--- src/rtl/fetch_unit.sv ---
// Instruction fetch: PC generation, credit-limited in-order memory requests, instruction buffer to decode.
// Optional macro FETCH_PERF_CNT_EN adds perf_fetched / perf_stall counters.
module fetch_unit #(
    parameter int              XLEN       = 32,
    parameter logic [XLEN-1:0] RESET_PC   = '0,
    parameter int              FIFO_DEPTH = 2
) (
    input  logic            clk,
    input  logic            rst,
    output logic            imem_req_valid,
    output logic [XLEN-1:0] imem_req_addr,
    input  logic            imem_req_ready,
    input  logic            imem_resp_valid,
    input  logic [XLEN-1:0] imem_resp_data,
    input  logic            redirect_valid,
    input  logic [XLEN-1:0] redirect_pc,
    output logic            instr_valid,
    output logic [XLEN-1:0] instr,
    output logic [XLEN-1:0] instr_pc,
    output logic [6:0]      opcode,
`ifdef FETCH_PERF_CNT_EN
    output logic [XLEN-1:0] perf_fetched,
    output logic [XLEN-1:0] perf_stall,
`endif
    input  logic            instr_ready
);

    localparam int              PW      = $clog2(FIFO_DEPTH);
    localparam int              CW      = PW + 1;
    localparam logic [CW:0]     DEPTH_C = (CW+1)'(FIFO_DEPTH);
    localparam logic [XLEN-1:0] ALIGN_M = ~XLEN'(3);

    logic [XLEN-1:0] pc, resp_pc, target;
    logic [CW-1:0]   count, outstanding, drop_cnt;
    logic [PW-1:0]   rd_ptr, wr_ptr;
    logic [XLEN-1:0] buf_data [FIFO_DEPTH];
    logic [XLEN-1:0] buf_pc   [FIFO_DEPTH];
    logic [CW:0]     credit_used;
    logic            issue, resp_take, push, pop;

    // Requests in flight plus buffered words never exceed the buffer size, so a push always has room.
    assign credit_used    = {1'b0, outstanding} + {1'b0, count};
    assign imem_req_valid = !rst && !redirect_valid && (credit_used < DEPTH_C);
    assign imem_req_addr  = pc & ALIGN_M;
    assign target         = redirect_pc & ALIGN_M;

    assign issue     = imem_req_valid && imem_req_ready;
    assign resp_take = imem_resp_valid && (outstanding != '0);
    assign push      = resp_take && (drop_cnt == '0) && !redirect_valid;

    assign instr_valid = !rst && !redirect_valid && (count != '0);
    assign pop         = instr_valid && instr_ready;
    assign instr       = instr_valid ? buf_data[rd_ptr] : '0;
    assign instr_pc    = instr_valid ? buf_pc[rd_ptr]   : '0;
    assign opcode      = instr[6:0];

    always_ff @(posedge clk) begin
        if (rst) begin
            pc          <= RESET_PC;
            resp_pc     <= RESET_PC;
            count       <= '0;
            outstanding <= '0;
            drop_cnt    <= '0;
            rd_ptr      <= '0;
            wr_ptr      <= '0;
        end else if (redirect_valid) begin
            // Every request still in flight belongs to the abandoned path and must be discarded.
            pc          <= target;
            resp_pc     <= target;
            count       <= '0;
            rd_ptr      <= '0;
            wr_ptr      <= '0;
            outstanding <= outstanding - CW'(resp_take);
            drop_cnt    <= outstanding - CW'(resp_take);
        end else begin
            if (issue)
                pc <= pc + XLEN'(4);
            outstanding <= outstanding + CW'(issue) - CW'(resp_take);
            if (resp_take && (drop_cnt != '0))
                drop_cnt <= drop_cnt - CW'(1);
            if (push) begin
                resp_pc <= resp_pc + XLEN'(4);
                wr_ptr  <= wr_ptr + PW'(1);
            end
            if (pop)
                rd_ptr <= rd_ptr + PW'(1);
            count <= count + CW'(push) - CW'(pop);
        end
    end

    always_ff @(posedge clk) begin
        if (push) begin
            buf_data[wr_ptr] <= imem_resp_data;
            buf_pc[wr_ptr]   <= resp_pc;
        end
    end

`ifdef FETCH_PERF_CNT_EN
    always_ff @(posedge clk) begin
        if (rst) begin
            perf_fetched <= '0;
            perf_stall   <= '0;
        end else begin
            if (pop)
                perf_fetched <= perf_fetched + XLEN'(1);
            if (instr_ready && !instr_valid)
                perf_stall <= perf_stall + XLEN'(1);
        end
    end
`endif

endmodule

--- config.mk ---
export PLATFORM = sky130hd
export DESIGN_NAME = fetch_unit
export DESIGN_NICKNAME = d
export VERILOG_FILES = /design/src/rtl/fetch_unit.sv
export SDC_FILE = /design/constraint.sdc
export NUM_CORES = 1
export LEC_CHECK = 0
export CAP_MARGIN = 20
export CORE_MARGIN = 10
export CORE_UTILIZATION = 55
export DETAILED_ROUTE_END_ITERATION = 10
export DONT_BUFFER_PORTS = 1
export PLACE_DENSITY_LB_ADDON = 0.08
export RECOVER_POWER = 100
export SYNTH_ARGS = -nofsm -noshare
export SYNTH_HDL_FRONTEND = slang
export SYNTH_SLANG_ARGS = --single-unit
export TNS_END_PERCENT = 100
--- constraint.sdc ---
create_clock -name clk -period 5.88 [get_ports clk]
set_clock_uncertainty 0.2 [all_clocks]
set_input_delay 0.294 -clock clk [delete_from_list [all_inputs] [get_ports clk]]
set_output_delay 0.294 -clock clk [all_outputs]
set_load 0.005 [all_outputs]
==> summary.md, run 1 <==
| Metric | Value |
|---|---|
| Die ar. | `approximately 0.021 mm2` |
| Main synth FF type | `edfxtp_1` |
| Drt first pass iters | `4` |
| IO Port Bufs | `0` |
| Clock tree from TritonCTS | `yes` |
| Reg area | `0.00511 mm2` |
| Period minus WS final | `between 4 and 5 ns` |
| Gr usage total | `0.184` |
| # rows | `45` |
| Synthesis-to-finish area growth | `15.2%` |
| CP delay by family, top | `buffers and inverters` |
| WL per Instance | `19.6 um` |
| Number of global-route vias before repair | `between 5000 and 6000` |
| Grt total ovfl | `0` |
| Static Leak | `3.30 nW` |
| FFs w/ async S/R, synth | `0` |
| Post-DP Area | `between 0.008 and 0.009 mm2` |
| # fillers | `1172` |
| Max-cap violations | `4` |
| CTS sink cnt | `between 150 and 200` |
| Clk_lat worst skew | `~0.42 ns` |
| Worst Setup End Kind | `flip-flop` |
| Largest net degree at the start of global routing | `67` |
| Root Buffer Master | `clkbuf_16` |
| Detail Route Antenna Nets | `0` |
| CP Max Fanout | `63` |
| CP peak stage delay | `1.38 ns` |
| Initial core utilization | `0.564` |
| Crit path DAT | `4.53 ns` |
| Top-Level Pins | `175` |
| First-pass GRT wire length | `31.4 mm` |
| Total wire length | `just under 20 mm` |
| Worst-Margin Slew | `between 3 and 4 ns` |
| Status | `finished, violations left` |
| Violated checks | `capacitance limit, slew limit` |
| Slew Viols, Final | `about 190` |
| Synth Instances | `around 740` |
| Post-Place Cells | `between 900 and 1000` |
| Yosys cell types | `54` |
| Pwr Density | `302 mW/mm2` |
| Initial antenna violation count | `1` |
| Clk slew on worst S/H paths | `0.06 ns` |
| Worst-path cell chain | `dlygate4sd3_1 -> clkbuf_1 -> nor2_1 -> o21ai_4 -> buf_4 -> inv_1 -> and2_1 -> ha_1 -> inv_1 -> ha_1 -> xor2_1 -> xnor2_1 -> nor2_1` |
| DRC viols | `0` |
| Tcrit/Tclk final | `0.753` |
| Share of cells above drive strength 1 | `0.0563` |
| Critical path class | `in2reg` |
| Setup_tns | `0 ns` |
| H-tree levels | `4` |
| Area of the multi-input gates | `0.00312 mm2` |
| Post-DP HPWL | `12.9 mm` |
| Synthesis Warnings | `0` |
| CP startpoint kind | `input pin` |
| Routed vias | `5728` |
| Netlist Area Pre-Place | `0.00861 mm2` |
| Fmax | `226 MHz` |
| Drt via density | `around 5.7` |
| Hold Slack | `about 0.074 ns` |
| Fin worst setup slack | `between 1 and 1.5 ns` |
| CTS buffer count | `17` |
| Placement Setup Slack | `2.87 ns` |
| Seq/Total Area, Yosys | `0.593` |
| Hold Vio Cnt, Final | `0` |
| DRT iter0 DRCs | `351` |
| Number of synthesized flops with an enable pin | `124` |
| Unrepaired setup endpoints after global routing | `false` |
| Die W | `145 um` |
| Critical path's slowest cell | `clkbuf_1` |
| CTS resizes | `0` |
| CTS max path bufs | `2` |
| Core area | `0.0153 mm2` |
| Fin area | `0.00992 mm2` |
| CP bufs+invs | `5` |
| Slew margin rel. | `-1.31` |
| Syn_area_per_cell | `11.7 um2` |
| Hold/Removal Path Class | `in2reg` |
| Max VDD drop | `0.201 mV` |
| Post-route non-filler standard cell count | `1012` |
| Nets@finish | `865` |
| #FFs+latches synth | `193` |
| Worst Path Required | `5.98 ns` |
| RePlAce Congestion | `0.901` |
| Die height | `roughly 150 um` |
| Setup-failing EPs final | `0` |
repair_timing:
action                     CTS  global route
setup endpoints to repair    0             0
buffers inserted             0             0
hold endpoints to repair   131             0
hold buffers                71             0
synthesized netlist by cell type (3+ instances only):
| library cell | number | area share |
|---|---|---|
| buf_4 | 11 | 0.0096 |
| and2_1 | 8 | 0.0058 |
| mux2i_1 | 63 | 0.073 |
| inv_1 | 31 | 0.014 |
| nand2_1 | 32 | 0.014 |
| clkbuf_1 | 26 | 0.011 |
| a21oi_1 | 32 | 0.019 |
| nor2_1 | 88 | 0.038 |
| edfxtp_1 | 124 | 0.43 |
| o21a_1 | 4 | 0.0035 |
| buf_2 | 4 | 0.0023 |
| o21bai_1 | 3 | 0.0026 |
| and3_1 | 11 | 0.0080 |
| and4_1 | 3 | 0.0031 |
| xor2_1 | 36 | 0.037 |
| o211ai_1 | 3 | 0.0026 |
| a21boi_0 | 25 | 0.022 |
| nand3_1 | 29 | 0.017 |
| dfxtp_1 | 69 | 0.16 |
| a31oi_1 | 3 | 0.0022 |
| a21boi_1 | 8 | 0.0070 |
| nand4_1 | 28 | 0.020 |
| nor3_1 | 14 | 0.0081 |
| a211oi_1 | 6 | 0.0052 |
| ha_1 | 8 | 0.012 |
| nor4_1 | 4 | 0.0029 |
| o21ai_0 | 4 | 0.0023 |
| xnor2_1 | 24 | 0.024 |
worst min-delay path, delay by kind of cell:
family	cells	cell delay [ns]
AOI/OAI and AO/OA	2	0.25
and+or+nand+nor	1	0.09
stage by stage:
step / util / total power [mW]
2_1_floorplan: - / 1.80
3_5_place_dp: 0.568 / 1.85
3_3_place_gp: 0.568 / 1.84
6_report: 0.650 / 2.99
4_1_cts: 0.654 / 3.02
5_1_grt: 0.650 / 3.12
path summary, 6_finish.rpt:
| kind | slack [ns] | end | from | cells after the start |
|---|---|---|---|---|
| worst max-delay path | 1.45 | count[1] | rst | 13 |
| worst min-delay path | 0.07 | resp_pc[3] | imem_resp_valid | 3 |
| worst max register to register | 1.57 | buf_data[0][9] | drop_cnt[0] | 6 |
| worst min register to register | 0.30 | buf_pc[1][31] | resp_pc[31] | 0 |
logic make-up (layout without fill, tap and decap cells):
logic type / Yosys count / count (layout) / share of synthesized area
fa+ha+maj: 9 / 9 / 0.0139
mux: 64 / 64 / 0.0745
compound gates: 97 / 97 / 0.0736
flops: 193 / 193 / 0.593
buf+inv: 79 / 139 / 0.0458
simple gates: 233 / 233 / 0.138
other cells: 1 / 6 / 0.000435
xor+xnor: 60 / 60 / 0.0610
cell usage in the layout (no fill, tap or decap), types with 24 or more instances in the layout:
master / count
dfxtp_1: 68
a21oi_1: 32
xor2_1: 36
nand2_1: 32
nand3_1: 29
inv_1: 31
edfxtp_1: 124
dlygate4sd3_1: 69
nor2_1: 88
mux2i_1: 63
xnor2_1: 24
a21boi_0: 30
nand4_1: 28
routing by layer:
metal,global-route usage,up-vias,routed length [um]
met5,0,-,0
met4,0.0495,0,243
met3,0.0652,19,1680
met2,0.290,231,9310
met1,0.234,2755,8620
li1,-,2723,-
registers in the layout (all words and copies together), names as in the netlist, named ones only:
register     count
count            2
pc              30
outstanding      2
buf_data        64
rd_ptr           1
wr_ptr           1
buf_pc          60
drop_cnt         2
resp_pc         30
report_power, final:
| group | internal [mW] | switching, mW | total [mW] | leakage [nW] |
|---|---|---|---|---|
| clock | 0.624 | 0.484 | 1.11 | 0.264 |
| sequential | 1.54 | 0.0713 | 1.61 | 1.70 |
| combinational | 0.122 | 0.156 | 0.278 | 1.34 |
area by class of cell:
type	instances	area share
Multi-Input combinational cell	467	0.314
Clock buffer	18	0.0432
Tap cell	211	0.0266
Clock inverter	14	0.0142
Timing Repair Buffer	76	0.0746
Sequential cell	193	0.515
Inverter	31	0.0117
Antenna cell	2	0.000504
Note: power is estimated with default switching activity, not from simulation.
==> inputs of run 2 (changes only) <==
==> constraint.sdc (replaced) <==
create_clock -name clk -period 4.5 [get_ports clk]
set_clock_uncertainty 0.2 [all_clocks]
set_input_delay 0.225 -clock clk [delete_from_list [all_inputs] [get_ports clk]]
set_output_delay 0.225 -clock clk [all_outputs]
set_load 0.005 [all_outputs]
==> summary.md, run 2 (synthesis results as in run 1) <==
| Metric | Value |
|---|---|
| Status | `finished, violations left` |
| Violated checks | `capacitance limit, slew limit` |
| Number of post-CTS setup repair buffers | `0` |
| Nets@finish | `871` |
| Gr usage total | `0.187` |
| Biggest regs | `buf_data x64, buf_pc x60` |
| Clock tree from TritonCTS | `yes` |
| Clk slew on worst S/H paths | `0.07 ns` |
| Worst reg2reg path depth | `8` |
| Switching share of power | `0.233` |
| Largest net degree at the start of global routing | `66` |
| Initial core utilization | `0.564` |
| Internal power | `3.01 mW` |
| Worst Hold End | `pc[3]` |
| Crit path DAT | `3.87 ns` |
| Reg2reg setup slack | `0.79 ns` |
| Clock power share | `0.370` |
| Max VDD drop | `0.255 mV` |
| Logic pwr share | `0.095` |
| Unrepaired setup endpoints after global routing | `false` |
| Utilization after layout | `0.655` |
| Clk_lat worst skew | `0.42 ns` |
| Die ar. | `0.0211 mm2` |
| Static Leak | `3.38 nW` |
| H-tree levels | `4` |
| Worst R2R End | `pc[9]` |
| CTS buffer count | `17` |
| Fmax | `approximately 270 MHz` |
| Die height | `~150 um` |
| Drt first pass iters | `5` |
| Slew margin rel. | `-0.125` |
| Max-cap violations | `2` |
| Die W | `around 150 um` |
| Period minus WS final | `around 3.7 ns` |
| Detail Route Antenna Nets | `0` |
| CTS max path bufs | `2` |
| Core area | `roughly 0.015 mm2` |
| Critical path class | `reg2reg` |
| Worst reg2reg startpoint | `outstanding[0]` |
| IO Port Bufs | `0` |
| Root Buffer Master | `clkbuf_16` |
| Initial antenna violation count | `0` |
| Hold Vio Cnt, Final | `0` |
| Max FFs per register | `64` |
| Worst Setup End Kind | `flip-flop` |
| Number of global-route vias before repair | `5842` |
| Pwr Density | `393 mW/mm2` |
| First-pass GRT wire length | `32.1 mm` |
| Routed vias | `5745` |
| Most common library cell in the layout ignoring fill and taps | `edfxtp_1` |
| CP startpoint kind | `flip-flop` |
| Worst-Margin Slew | `roughly 1.7 ns` |
| Setup-failing EPs final | `0` |
| Post-DP HPWL | `between 10 and 15 mm` |
| Worst Min Path Start | `imem_req_ready` |
| RePlAce Congestion | `0.888` |
| Most frequent cells in the layout | `edfxtp_1 (124), nor2_1 (88), dlygate4sd3_1 (75)` |
| DRT iter0 DRCs | `347` |
| Hold_buf cts | `77` |
| Worst Path Required | `between 4 and 5 ns` |
| # rows | `45` |
| Top-Level Pins | `roughly 180` |
| Grt total ovfl | `0` |
| Slew Viols, Final | `81` |
| Synthesis-to-finish area growth | `16.1%` |
| ANT cells | `0` |
| Most flops, register | `buf_data` |
| Setup_tns | `0 ns` |
| WL per Instance | `19.9 um` |
| DRC viols | `0` |
| Flop pwr share | `0.535` |
| Drt via density | `5.65` |
| Psw | `0.913 mW` |
| CTS sink cnt | `193` |
| Tcrit/Tclk final | `0.824` |
| CP Max Fanout | `8` |
| Hold/Removal Path Class | `in2reg` |
| Worst hold path depth | `4` |
| Share of cells above drive strength 1 | `0.0559` |
| Total wire length | `20.2 mm` |
| CTS resizes | `0` |
## run 2: metal layers
layer | global-route usage | wire, um | vias up
met5 | 0 | 0 | -
met4 | 0.0576 | 218 | 0
met3 | 0.0577 | 1630 | 22
met2 | 0.298 | 9570 | 239
met1 | 0.239 | 8780 | 2751
li1 | - | - | 2733
## run 2: how the worst max path moves through the flow
stage                   start             end  cells past startpoint
2_1_floorplan     drop_cnt[0]  buf_data[0][0]                      5
3_3_place_gp   outstanding[0]  outstanding[1]                     12
3_5_place_dp   outstanding[0]  outstanding[1]                     12
4_1_cts        outstanding[0]  outstanding[1]                     13
5_1_grt            resp_pc[5]     resp_pc[23]                      6
6_report       outstanding[0]           pc[9]                      8
## run 2: power groups by stage
| stage | Sequential (mW) | Combinational [mW] | Clock, mW |
|---|---|---|---|
| final | 2.10 | 0.373 | 1.45 |
| after global routing | 2.11 | 0.416 | 1.55 |
| after CTS | 2.10 | 0.373 | 1.48 |
| after detailed placement | 2.13 | 0.287 | 0 |
| after global placement | 2.13 | 0.278 | 0 |
| after floorplan | 2.11 | 0.244 | 0 |
## run 2: cell type report
cell class                      count  area (um2)
Timing Repair Buffer               82         821
Multi-Input combinational cell    467        3110
Clock inverter                      9        80.1
Inverter                           31         116
Fill cell                        1161        5260
Clock buffer                       23         499
Tap cell                          211         264
Sequential cell                   193        5110
## run 2: critical path: stages (launching register included)
cell and delay, ns:
dfxtp_1 0.43, and2_0 0.19, fa_1 0.46, or3b_1 0.55
nor4_1 0.68, nand2_1 0.14, or2_0 0.24, a31oi_1 0.18
dlygate4sd3_1 0.57
## run 2: through the flow
step / setup WS, ns / hold slack [ns] / instances / cell area, um2 / total power [mW]
global placement: 1.56 / 0.101 / 907 / 8670 / 2.40
CTS: 0.902 / 0.0963 / 1016 / 10000 / 3.95
detailed placement: 1.46 / 0.105 / 907 / 8670 / 2.42
global route: 0.543 / 0.129 / 1016 / 10000 / 4.08
floorplan: 0.339 / 0.124 / 739 / 8620 / 2.35
finish: 0.794 / 0.121 / 1016 / 10000 / 3.92
